### src/rtl/video_arb_pkg.sv
// Shared types and address helpers for the quadrant write scheduler.
package video_arb_pkg;

  typedef enum logic [1:0] {IDLE, CMD, DATA, DONE} arb_state_e;

  // Byte stride of one full-width frame-buffer line (two quadrants side by side).
  function automatic logic [63:0] line_stride(input int out_w);
    return 64'(2 * out_w * 4);
  endfunction

  // Byte offset of a channel's quadrant origin: qx = ch[0], qy = ch[1].
  function automatic logic [63:0] quad_offset(input logic [1:0] ch, input int out_w,
                                              input int out_h);
    logic [63:0] off;
    off = ch[0] ? 64'(out_w * 4) : 64'd0;
    if (ch[1]) off = off + 64'(out_h) * line_stride(out_w);
    return off;
  endfunction

  // Size of one complete 4-quadrant frame buffer in bytes.
  function automatic logic [63:0] frame_bytes(input int out_w, input int out_h);
    return 64'(4 * 4 * out_w * out_h);
  endfunction

  function automatic logic [1:0] onehot_idx(input logic [3:0] oh);
    logic [1:0] idx;
    idx = '0;
    for (int i = 0; i < 4; i++) begin
      if (oh[i]) idx = 2'(i);
    end
    return idx;
  endfunction

endpackage

### src/rtl/video_scale_wr_arb_rr_arb4.sv
// Combinational 4-way round-robin pick: highest priority at ptr, then upward mod 4.
module rr_arb4 (
  input  logic [3:0] req,
  input  logic [1:0] ptr,
  output logic [3:0] winner,
  output logic       req_any
);

  logic [1:0] idx;

  // NOTE: every variable written in always_comb gets a default first, otherwise a latch is inferred.
  always_comb begin
    winner = '0;
    idx    = '0;
    // Walk from lowest to highest priority so the last hit is the winner.
    for (int k = 3; k >= 0; k--) begin
      idx = ptr + 2'(k);
      if (req[idx]) winner = 4'b0001 << idx;
    end
    req_any = |req;
  end

endmodule

### src/rtl/video_scale_wr_arb.sv
// Round-robin burst-write scheduler: four quadrant line FIFOs share one frame-buffer write port.
// Define VIDEO_ARB_PINGPONG_EN for per-channel double buffering exposed on fb_sel.
module video_scale_wr_arb
  import video_arb_pkg::*;
#(
  parameter int OUT_W     = 960,
  parameter int OUT_H     = 540,
  parameter int BURST_LEN = 64,
  parameter int ADDR_W    = 28,
  parameter logic [ADDR_W-1:0] BASE_ADDR = '0
) (
  input  logic              clk,
  input  logic              rst,
  input  logic [3:0]        vs_in,
  input  logic [3:0]        req,
  output logic [3:0]        fifo_rd_en,
  input  logic [127:0]      fifo_rd_data,
  output logic [3:0]        grant,
  output logic              wr_cmd_valid,
  input  logic              wr_cmd_ready,
  output logic [ADDR_W-1:0] wr_cmd_addr,
  output logic [7:0]        wr_cmd_len,
  output logic              wr_data_valid,
  input  logic              wr_data_ready,
  output logic [31:0]       wr_data,
  output logic              wr_data_last
`ifdef VIDEO_ARB_PINGPONG_EN
  ,
  output logic [3:0]        fb_sel
`endif
);

  localparam int XW_W = $clog2(OUT_W + 1);
  localparam int LN_W = $clog2(OUT_H + 1);
  localparam logic [XW_W-1:0] XW_LAST = XW_W'(OUT_W - BURST_LEN);
  localparam logic [LN_W-1:0] LN_LAST = LN_W'(OUT_H - 1);
  localparam logic [7:0]      LEN_M1  = 8'(BURST_LEN - 1);

  arb_state_e      state, state_nxt;
  logic [1:0]      ptr, widx;
  logic [3:0]      winner;
  logic            req_any;
  logic [XW_W-1:0] xw [4];
  logic [LN_W-1:0] ln [4];
  logic [XW_W-1:0] xw_eff;
  logic [LN_W-1:0] ln_eff;
  logic [3:0]      pend;
  logic [7:0]      beat;
  logic [63:0]     addr_full;
  logic            last_beat;

  rr_arb4 u_rr (
    .req     (req),
    .ptr     (ptr),
    .winner  (winner),
    .req_any (req_any)
  );

  assign widx      = onehot_idx(winner);
  assign last_beat = (beat == LEN_M1);

`ifdef VIDEO_ARB_PINGPONG_EN
  logic [3:0] fb, fb_pend;
  assign fb_sel = fb;
`endif

  // A frame start arriving in the grant cycle already counts for the burst being issued.
  always_comb begin
    xw_eff    = vs_in[widx] ? '0 : xw[widx];
    ln_eff    = vs_in[widx] ? '0 : ln[widx];
    addr_full = 64'(BASE_ADDR) + quad_offset(widx, OUT_W, OUT_H)
              + 64'(ln_eff) * line_stride(OUT_W) + 64'(xw_eff) * 64'd4;
`ifdef VIDEO_ARB_PINGPONG_EN
    if (fb[widx] ^ vs_in[widx]) addr_full = addr_full + frame_bytes(OUT_W, OUT_H);
`endif
  end

  // NOTE: sequential state uses non-blocking (<=) so every register samples pre-edge values.
  always_ff @(posedge clk or posedge rst) begin
    if (rst) state <= IDLE;
    else     state <= state_nxt;
  end

  always_comb begin
    state_nxt     = state;
    wr_cmd_valid  = 1'b0;
    wr_data_valid = 1'b0;
    wr_data_last  = 1'b0;
    fifo_rd_en    = '0;
    wr_data       = '0;
    for (int i = 0; i < 4; i++) begin
      if (grant[i]) wr_data = fifo_rd_data[32*i +: 32];
    end
    unique case (state)
      IDLE: if (req_any) state_nxt = CMD;
      CMD: begin
        wr_cmd_valid = 1'b1;
        if (wr_cmd_ready) state_nxt = DATA;
      end
      DATA: begin
        wr_data_valid = 1'b1;
        wr_data_last  = last_beat;
        fifo_rd_en    = grant & {4{wr_data_ready}};
        if (wr_data_ready && last_beat) state_nxt = DONE;
      end
      DONE:    state_nxt = IDLE;
      default: state_nxt = IDLE;
    endcase
  end

  always_ff @(posedge clk or posedge rst) begin
    if (rst) begin
      grant       <= '0;
      ptr         <= '0;
      beat        <= '0;
      wr_cmd_addr <= '0;
      wr_cmd_len  <= '0;
    end else begin
      unique case (state)
        IDLE: if (req_any) begin
          grant       <= winner;
          wr_cmd_addr <= addr_full[ADDR_W-1:0];
          wr_cmd_len  <= LEN_M1;
          beat        <= '0;
        end
        DATA: if (wr_data_ready) beat <= beat + 8'd1;
        DONE: begin
          grant <= '0;
          ptr   <= onehot_idx(grant) + 2'd1;
        end
        default: ;
      endcase
    end
  end

  // NOTE: the xw/ln arrays are a handful of flops, not RAM, so they are reset like any register.
  always_ff @(posedge clk or posedge rst) begin
    if (rst) begin
      for (int i = 0; i < 4; i++) begin
        xw[i] <= '0;
        ln[i] <= '0;
      end
      pend <= '0;
    end else begin
      for (int i = 0; i < 4; i++) begin
        if (state == DONE && grant[i]) begin
          pend[i] <= 1'b0;
          if (pend[i] || vs_in[i]) begin
            xw[i] <= '0;
            ln[i] <= '0;
          end else if (xw[i] == XW_LAST) begin
            xw[i] <= '0;
            ln[i] <= (ln[i] == LN_LAST) ? '0 : ln[i] + LN_W'(1);
          end else begin
            xw[i] <= xw[i] + XW_W'(BURST_LEN);
          end
        end else if (vs_in[i]) begin
          if (grant[i]) pend[i] <= 1'b1;
          else begin
            xw[i] <= '0;
            ln[i] <= '0;
          end
        end
      end
    end
  end

`ifdef VIDEO_ARB_PINGPONG_EN
  // fb_pend holds the parity of toggles seen during the channel's own burst.
  always_ff @(posedge clk or posedge rst) begin
    if (rst) begin
      fb      <= '0;
      fb_pend <= '0;
    end else begin
      for (int i = 0; i < 4; i++) begin
        if (state == DONE && grant[i]) begin
          fb[i]      <= fb[i] ^ fb_pend[i] ^ vs_in[i];
          fb_pend[i] <= 1'b0;
        end else if (vs_in[i]) begin
          if (grant[i]) fb_pend[i] <= ~fb_pend[i];
          else          fb[i]      <= ~fb[i];
        end
      end
    end
  end
`endif

endmodule

### config.mk
export PLATFORM = sky130hd
export DESIGN_NAME = video_scale_wr_arb
export DESIGN_NICKNAME = d
export VERILOG_FILES = /design/src/rtl/video_arb_pkg.sv /design/src/rtl/video_scale_wr_arb_rr_arb4.sv /design/src/rtl/video_scale_wr_arb.sv
export SDC_FILE = /design/constraint.sdc
export NUM_CORES = 1
export LEC_CHECK = 0
export BUFFER_PORTS_ARGS = -buffer_cell sky130_fd_sc_hd__buf_2
export CAP_MARGIN = 20
export CELL_PAD_IN_SITES_DETAIL_PLACEMENT = 1
export CELL_PAD_IN_SITES_GLOBAL_PLACEMENT = 1
export CORE_AREA = 2 2 169 121
export CTS_BUF_LIST = sky130_fd_sc_hd__clkbuf_8
export CTS_CLUSTER_DIAMETER = 200
export DETAILED_ROUTE_END_ITERATION = 8
export DIE_AREA = 0 0 171 123
export PLACE_DENSITY_LB_ADDON = 0.1
export SLEW_MARGIN = 20
export SYNTH_ARGS = -nofsm -noshare
export SYNTH_HDL_FRONTEND = slang
export SYNTH_SLANG_ARGS = --single-unit
### constraint.sdc
create_clock -name clk -period 19 [get_ports clk]
set_input_delay 0.95 -clock clk [delete_from_list [all_inputs] [get_ports clk]]
set_output_delay 0.95 -clock clk [all_outputs]
set_load 0.02 [all_outputs]
# After elaboration in Yosys (flattened, before gate mapping)
# Index checks and enable logic that the tools add are counted.
# word_totals
ff_bits	129
# op_classes
eq_ne	24
n_addsub	16
multipliers	1
muxes	96
n_shift	4
order_cmp	6
n_reduce_logical	37
bitwise_logic	2
# op_table
op	count
$mux W10	42
$mux W32	4
$eq A10 B10 Y1 const B	8
$add A10 B1 Y10 const B	4
$add A10 B7 Y10 const B	4
$bmux W10 S2	2
$add A28 B12 Y28	1
$add A23 B23 Y24	1
$mux W4	6
$add A12 B22 Y23 const B	1
$mux W23	1
$mux W1	22
$reduce_and A2 Y1	10
$reduce_bool A2 Y1	10
$reduce_and A3 Y1	6
$mux W2	8
$mux W8	2
$pmux W8 S2	1
$shl A1 B2 Y4 const A	4
$lt A2 B3 Y1 const B	5
$mul A10 B4 Y14 const B	1
$mux W12	1
$ne A3 B1 Y1 const B	4
$bmux W1 S2	5
17 further kinds	33

# Depth between registers and ports, before layout
# depth
ltp_word	18
depth_mapped	33
mapped_depth_nobuf	32

# By module
# From an unflattened synthesis, not the netlist that was laid out.
# unflattened
cells_unflattened	1070
hier_area_um2	8575.7
# modules_own_cells
mod	area_each_um2	cells_per_inst	n_inst	seq_area_each_um2
video_scale_wr_arb	8156.6	1022	1	2377.3
rr_arb4	419.2	48	1	0.0

# Least setup slack after synthesis
# Ideal clock, no wire load.
# synth_path
kind	input -> register
startpoint	in req[3]
endpoint	reg wr_cmd_addr[22]
setup_slack_ns	11.986
stages	30
t_arrival_ns	6.885
required_time_ns	18.871
n_path_buf	1
cell_sequence	mux4_2 > nand2b_1 > o22ai_1 > a31oi_4 > inv_1 > buf_2 > nor2_1 > a211oi_1 > a21oi_1 > nand2b_1 > fa_1 > inv_1 > fa_1 > inv_1 > fa_1 > nor2b_4 > o311a_1 > o21ai_0 > a21boi_0 > nor2_1 > ha_1 > a21o_1 > a21oi_1 > inv_1 > or3_1 > o211ai_1 > nand4_1 > nor4_2 > xnor2_1 > o21ai_1
# synth_via
elab_chain_cells	17
elab_cells_between_ends	34
# synth_rtl
element	line_no	rtl
from (decl)	video_scale_wr_arb.sv:15	input logic [3:0] req,
$bmux W1 S2	video_scale_wr_arb_rr_arb4.sv:18	if (req[idx]) winner = 4'b0001 << idx;
$mux W1 (implied by the code)	video_scale_wr_arb_rr_arb4.sv:18	
$mux W4 (4 in series)	video_scale_wr_arb_rr_arb4.sv:18	
$mux W1	video_arb_pkg.sv:29	if (oh[i]) idx = 2'(i);
$mux W2 (2 in series)	video_arb_pkg.sv:29	
$not A2 Y3 (implied by the code)	video_scale_wr_arb.sv:69, video_scale_wr_arb.sv:70	
$bmux W10 S2	video_scale_wr_arb.sv:70	ln_eff = vs_in[widx] ? '0 : ln[widx];
$mux W10 (implied by the code) (2 in series)	video_scale_wr_arb.sv:70	
$mux W10	video_scale_wr_arb.sv:70	
$mul A10 B4 Y14	video_scale_wr_arb.sv:72	+ 64'(ln_eff) * line_stride(OUT_W) + 64'(xw_eff) * 64'd4;
$add A23 B23 Y24	video_scale_wr_arb.sv:72	
$add A28 B12 Y28	video_scale_wr_arb.sv:72	
to (signal assigned)	video_scale_wr_arb.sv:122	wr_cmd_addr <= addr_full[ADDR_W-1:0];
to (decl)	video_scale_wr_arb.sv:21	output logic [ADDR_W-1:0] wr_cmd_addr,
# Several ways; a longest one is shown, not always the timed one. The select of a mux whose other input is x is not followed.
# A chain may end at the register's enable or synchronous reset.

# Final worst setup path
# layout_path
startpoint	reg ptr[0]
endpoint	reg wr_cmd_addr[22]
# layout_via
elab_chain_cells	18
elab_cells_between_ends	39
# layout_rtl
element	line_no	rtl
from (decl)	video_scale_wr_arb.sv:40	logic [1:0] ptr, widx;
from (signal assigned)	video_scale_wr_arb.sv:129	ptr <= onehot_idx(grant) + 2'd1;
$add A2 B2 Y2	video_scale_wr_arb_rr_arb4.sv:17	idx = ptr + 2'(k);
$bmux W1 S2	video_scale_wr_arb_rr_arb4.sv:18	
$mux W1 (implied by the code)	video_scale_wr_arb_rr_arb4.sv:18	
$mux W4 (3 in series)	video_scale_wr_arb_rr_arb4.sv:18	
$mux W4 *	video_scale_wr_arb_rr_arb4.sv:18	
$mux W1	video_arb_pkg.sv:29	
$mux W2	video_arb_pkg.sv:29	
$mux W2 *	video_arb_pkg.sv:29	
$not A2 Y3 (implied by the code)	video_scale_wr_arb.sv:69, video_scale_wr_arb.sv:70	
$bmux W10 S2	video_scale_wr_arb.sv:70	
$mux W10 (implied by the code) (2 in series)	video_scale_wr_arb.sv:70	
$mux W10	video_scale_wr_arb.sv:70	
$mul A10 B4 Y14	video_scale_wr_arb.sv:72	
$add A23 B23 Y24	video_scale_wr_arb.sv:72	
$add A28 B12 Y28 *	video_scale_wr_arb.sv:72	
# Mark *: on every way between the ends. The rest lies on a longest branch, timed or not. The select of a mux whose other input is x is not followed.

==> out/summary.txt <==
RePlAce Congestion: 0.8823
post-synthesis sequential area ratio: 28.16%
post-DP HPWL: 21,660 um
CP max-delay cell: dfrtp_1
residual DRC count: 0
CP startpoint kind: flip-flop
vias per cell: 5.584
RSZ-0062 raised after global routing: false
worst min-delay path class: reg -> reg
Most Frequent Cell on Critical Path: inv_1
total die area: 21,030 um2
Final setup viols: 0
crit-path max cell delay: 590 ps
skew final: 11.49 ps
Slew Viols, Final: 0
CTS HTree Levels: 3
Slew HR: 28.42%
Top Ports: 219
met2 wire len: 12,760 um
largest net degree at the start of global routing: 74
number of global-route vias before repair: 8,248
Antenna Nets Post-Route: 0
Area growth, synth to finish: 16.47%
Die Y-Extent: 123 um
critical path endpoint category: flip-flop
crit path DAT: 8200 ps
CP Max Fanout: 16
Worst Tran Pin Value: 1060 ps
Final Util: 50.48%
Yosys Warn Count: 0
final hold vios: 0
Met3 Routed Length: 1205 um
PostCTS Resize Cnt: 0
gr usage total: 26.02%
share of layout cells above drive strength 1: 22.30%
Row Count: 43
Met1 Wirelength: 12,800 um
min Tclk post-route: 7937 ps
CTS root buf: clkbuf_8
fin crit share: 41.77%
syn_area_per_cell: 8.188 um2
DR WL/cell: 18.32 um
largest buffer count on any clock path: 2
setup_tns: 0 ps
Clk pin slew, worst setup/hold paths: 90 ps
Post-synth EDFFs: 0
highest metal used: met4
starting density of the core: 43.34%
CTS tree: done
final WL: 27,210 um
Fill cells: 2,422
outcome: finished, final reports clean
Final #Nets: 1,424
initial antenna violation count: 4
first-pass GRT wire length: 43,270 um
Max Freq: 126.0 MHz
CP required: 19,260 ps
drt initial violations: 483
CTS buffer count: 9
Die W: 171 um
Yosys reg bits: 95
Post-Syn Instances: 1,031
synthesized cell area: 8442 um2
post-synthesis async set-or-reset flop share: 100.0%
core area: 19,480 um2
Clk Latency, worst-skew pair: 380 ps
number of clock sinks: 95
first drt pass iteration count: 4
CP Class: reg -> reg
Netlist cell types: 69
GRT overflow: 0
Synth Flop Type: dfrtp_1
post-cts hold buffer count: 0
max_cap viols: 0
via count: 8,292
postcts setup bufs: 0
Port Buf Inserts: 211
## synthesized netlist by cell type, types with 25 or more instances
master	n	area, um2
nor2_1	65	244.0
ha_1	62	775.7
xnor2_1	25	219.0
inv_1	56	210.2
a221o_1	33	330.3
dfrtp_1	95	2377
a21oi_1	52	260.3
o21ai_0	151	755.7
mux2i_1	27	270.3
nand3_1	35	175.2
clkbuf_1	39	146.4
nand2_1	140	525.5
## flip-flops by register name, indices dropped and copies added (netlist names)
register and cells:
wr_cmd_len 1, xw 16, wr_cmd_addr 18, ln 40, beat 8, pend 4
state 2, ptr 2, grant 4
## cell families (layout without fill, tap and decap cells)
logic type | after synthesis | count (layout) | share of synthesized area (%)
and+or+nand+nor | 342 | 342 | 19.25
AOI/OAI and AO/OA | 314 | 314 | 23.48
buffers and inverters | 121 | 295 | 6.373
DFF | 95 | 95 | 28.16
adders and majority gates | 78 | 78 | 12.98
xor gates and xnor gates | 49 | 49 | 5.395
muxes | 31 | 31 | 4.313
other | 1 | 11 | 0.04442
## area by class of cell
type                            instances  area (um2)  area share, %
Sequential cell                        95        2379          24.19
Clock inverter                          5       31.28         0.3181
Clock buffer                           11       151.4          1.540
Inverter                               57       219.0          2.227
Timing Repair Buffer                  222        1139          11.58
Multi-Input combinational cell        821        5565          56.60
Antenna cell                            4       10.01         0.1018
Tap cell                              270       337.8          3.436
## final timing paths
check / startpoint / to / slack, ps / cells after the start
min: wr_cmd_addr[10]$_DFFE_PP0P_ / wr_cmd_addr[10]$_DFFE_PP0P_ / 480 / 2
min reg2reg: wr_cmd_addr[10]$_DFFE_PP0P_ / wr_cmd_addr[10]$_DFFE_PP0P_ / 480 / 2
max in group asynchronous: rst / ln[13]$_DFFE_PP0P_ / 17220 / 3
max reg2reg: ptr[0]$_DFFE_PP0P_ / wr_cmd_addr[22]$_DFFE_PP0P_ / 11060 / 30
max: ptr[0]$_DFFE_PP0P_ / wr_cmd_addr[22]$_DFFE_PP0P_ / 11060 / 30
min in group asynchronous: rst / wr_cmd_addr[19]$_DFFE_PP0P_ / 530 / 2
## per-layer routing
layer  up-vias  track usage [%]
li1       4005                -
met1      4088            34.95
met2       173            43.93
met3        26            4.065
met4         0            7.097
met5         -                0
## critical path, delay by kind of cell, from the launching register on
kind            cells  cell delay (ps)
compound gates     11             2420
flops               1              590
fa+ha+maj           5             2270
simple gates        8             1550
xor+xnor            1              150
mux                 1              360
buf+inv             4              440
## per-stage QoR
| stage | hold slack, ps | cells | cell area [um2] | setup WS (ps) |
|---|---|---|---|---|
| 3_5_place_dp | 467.4 | 1465 | 9639 | 10890 |
| 5_1_grt | 510.2 | 1485 | 9832 | 10380 |
| 4_1_cts | 487.7 | 1481 | 9822 | 10980 |
| 2_1_floorplan | 466.5 | 1037 | 8464 | 11990 |
| 3_3_place_gp | 458.9 | 1465 | 9639 | 11180 |
| 6_report | 481.9 | 1485 | 9832 | 11060 |
## placed cells by master, fill, tap and decap left out, drive strengths merged, types with 5 or more instances in the layout
master	netlist	layout
and3	22	22
a221o	33	33
nor2b	7	7
nand2b	22	22
a21oi	53	53
xnor2	27	27
o41ai	6	6
a21o	11	11
nand3	35	35
o31ai	10	10
dfrtp	95	95
clkbuf	39	11
o22ai	8	8
nand2	140	140
fa	16	16
ha	62	62
a31oi	10	10
nor4	5	5
conb	1	7
inv	57	58
buf	25	222
nor3	10	10
a211oi	10	10
xor2	22	22
mux2i	27	27
o21ai	155	155
nor2	67	67
nand4	9	9
and2	7	7
Power is not shown: default switching activity piles up to over one toggle a cycle in this logic, so the estimate is an artifact.
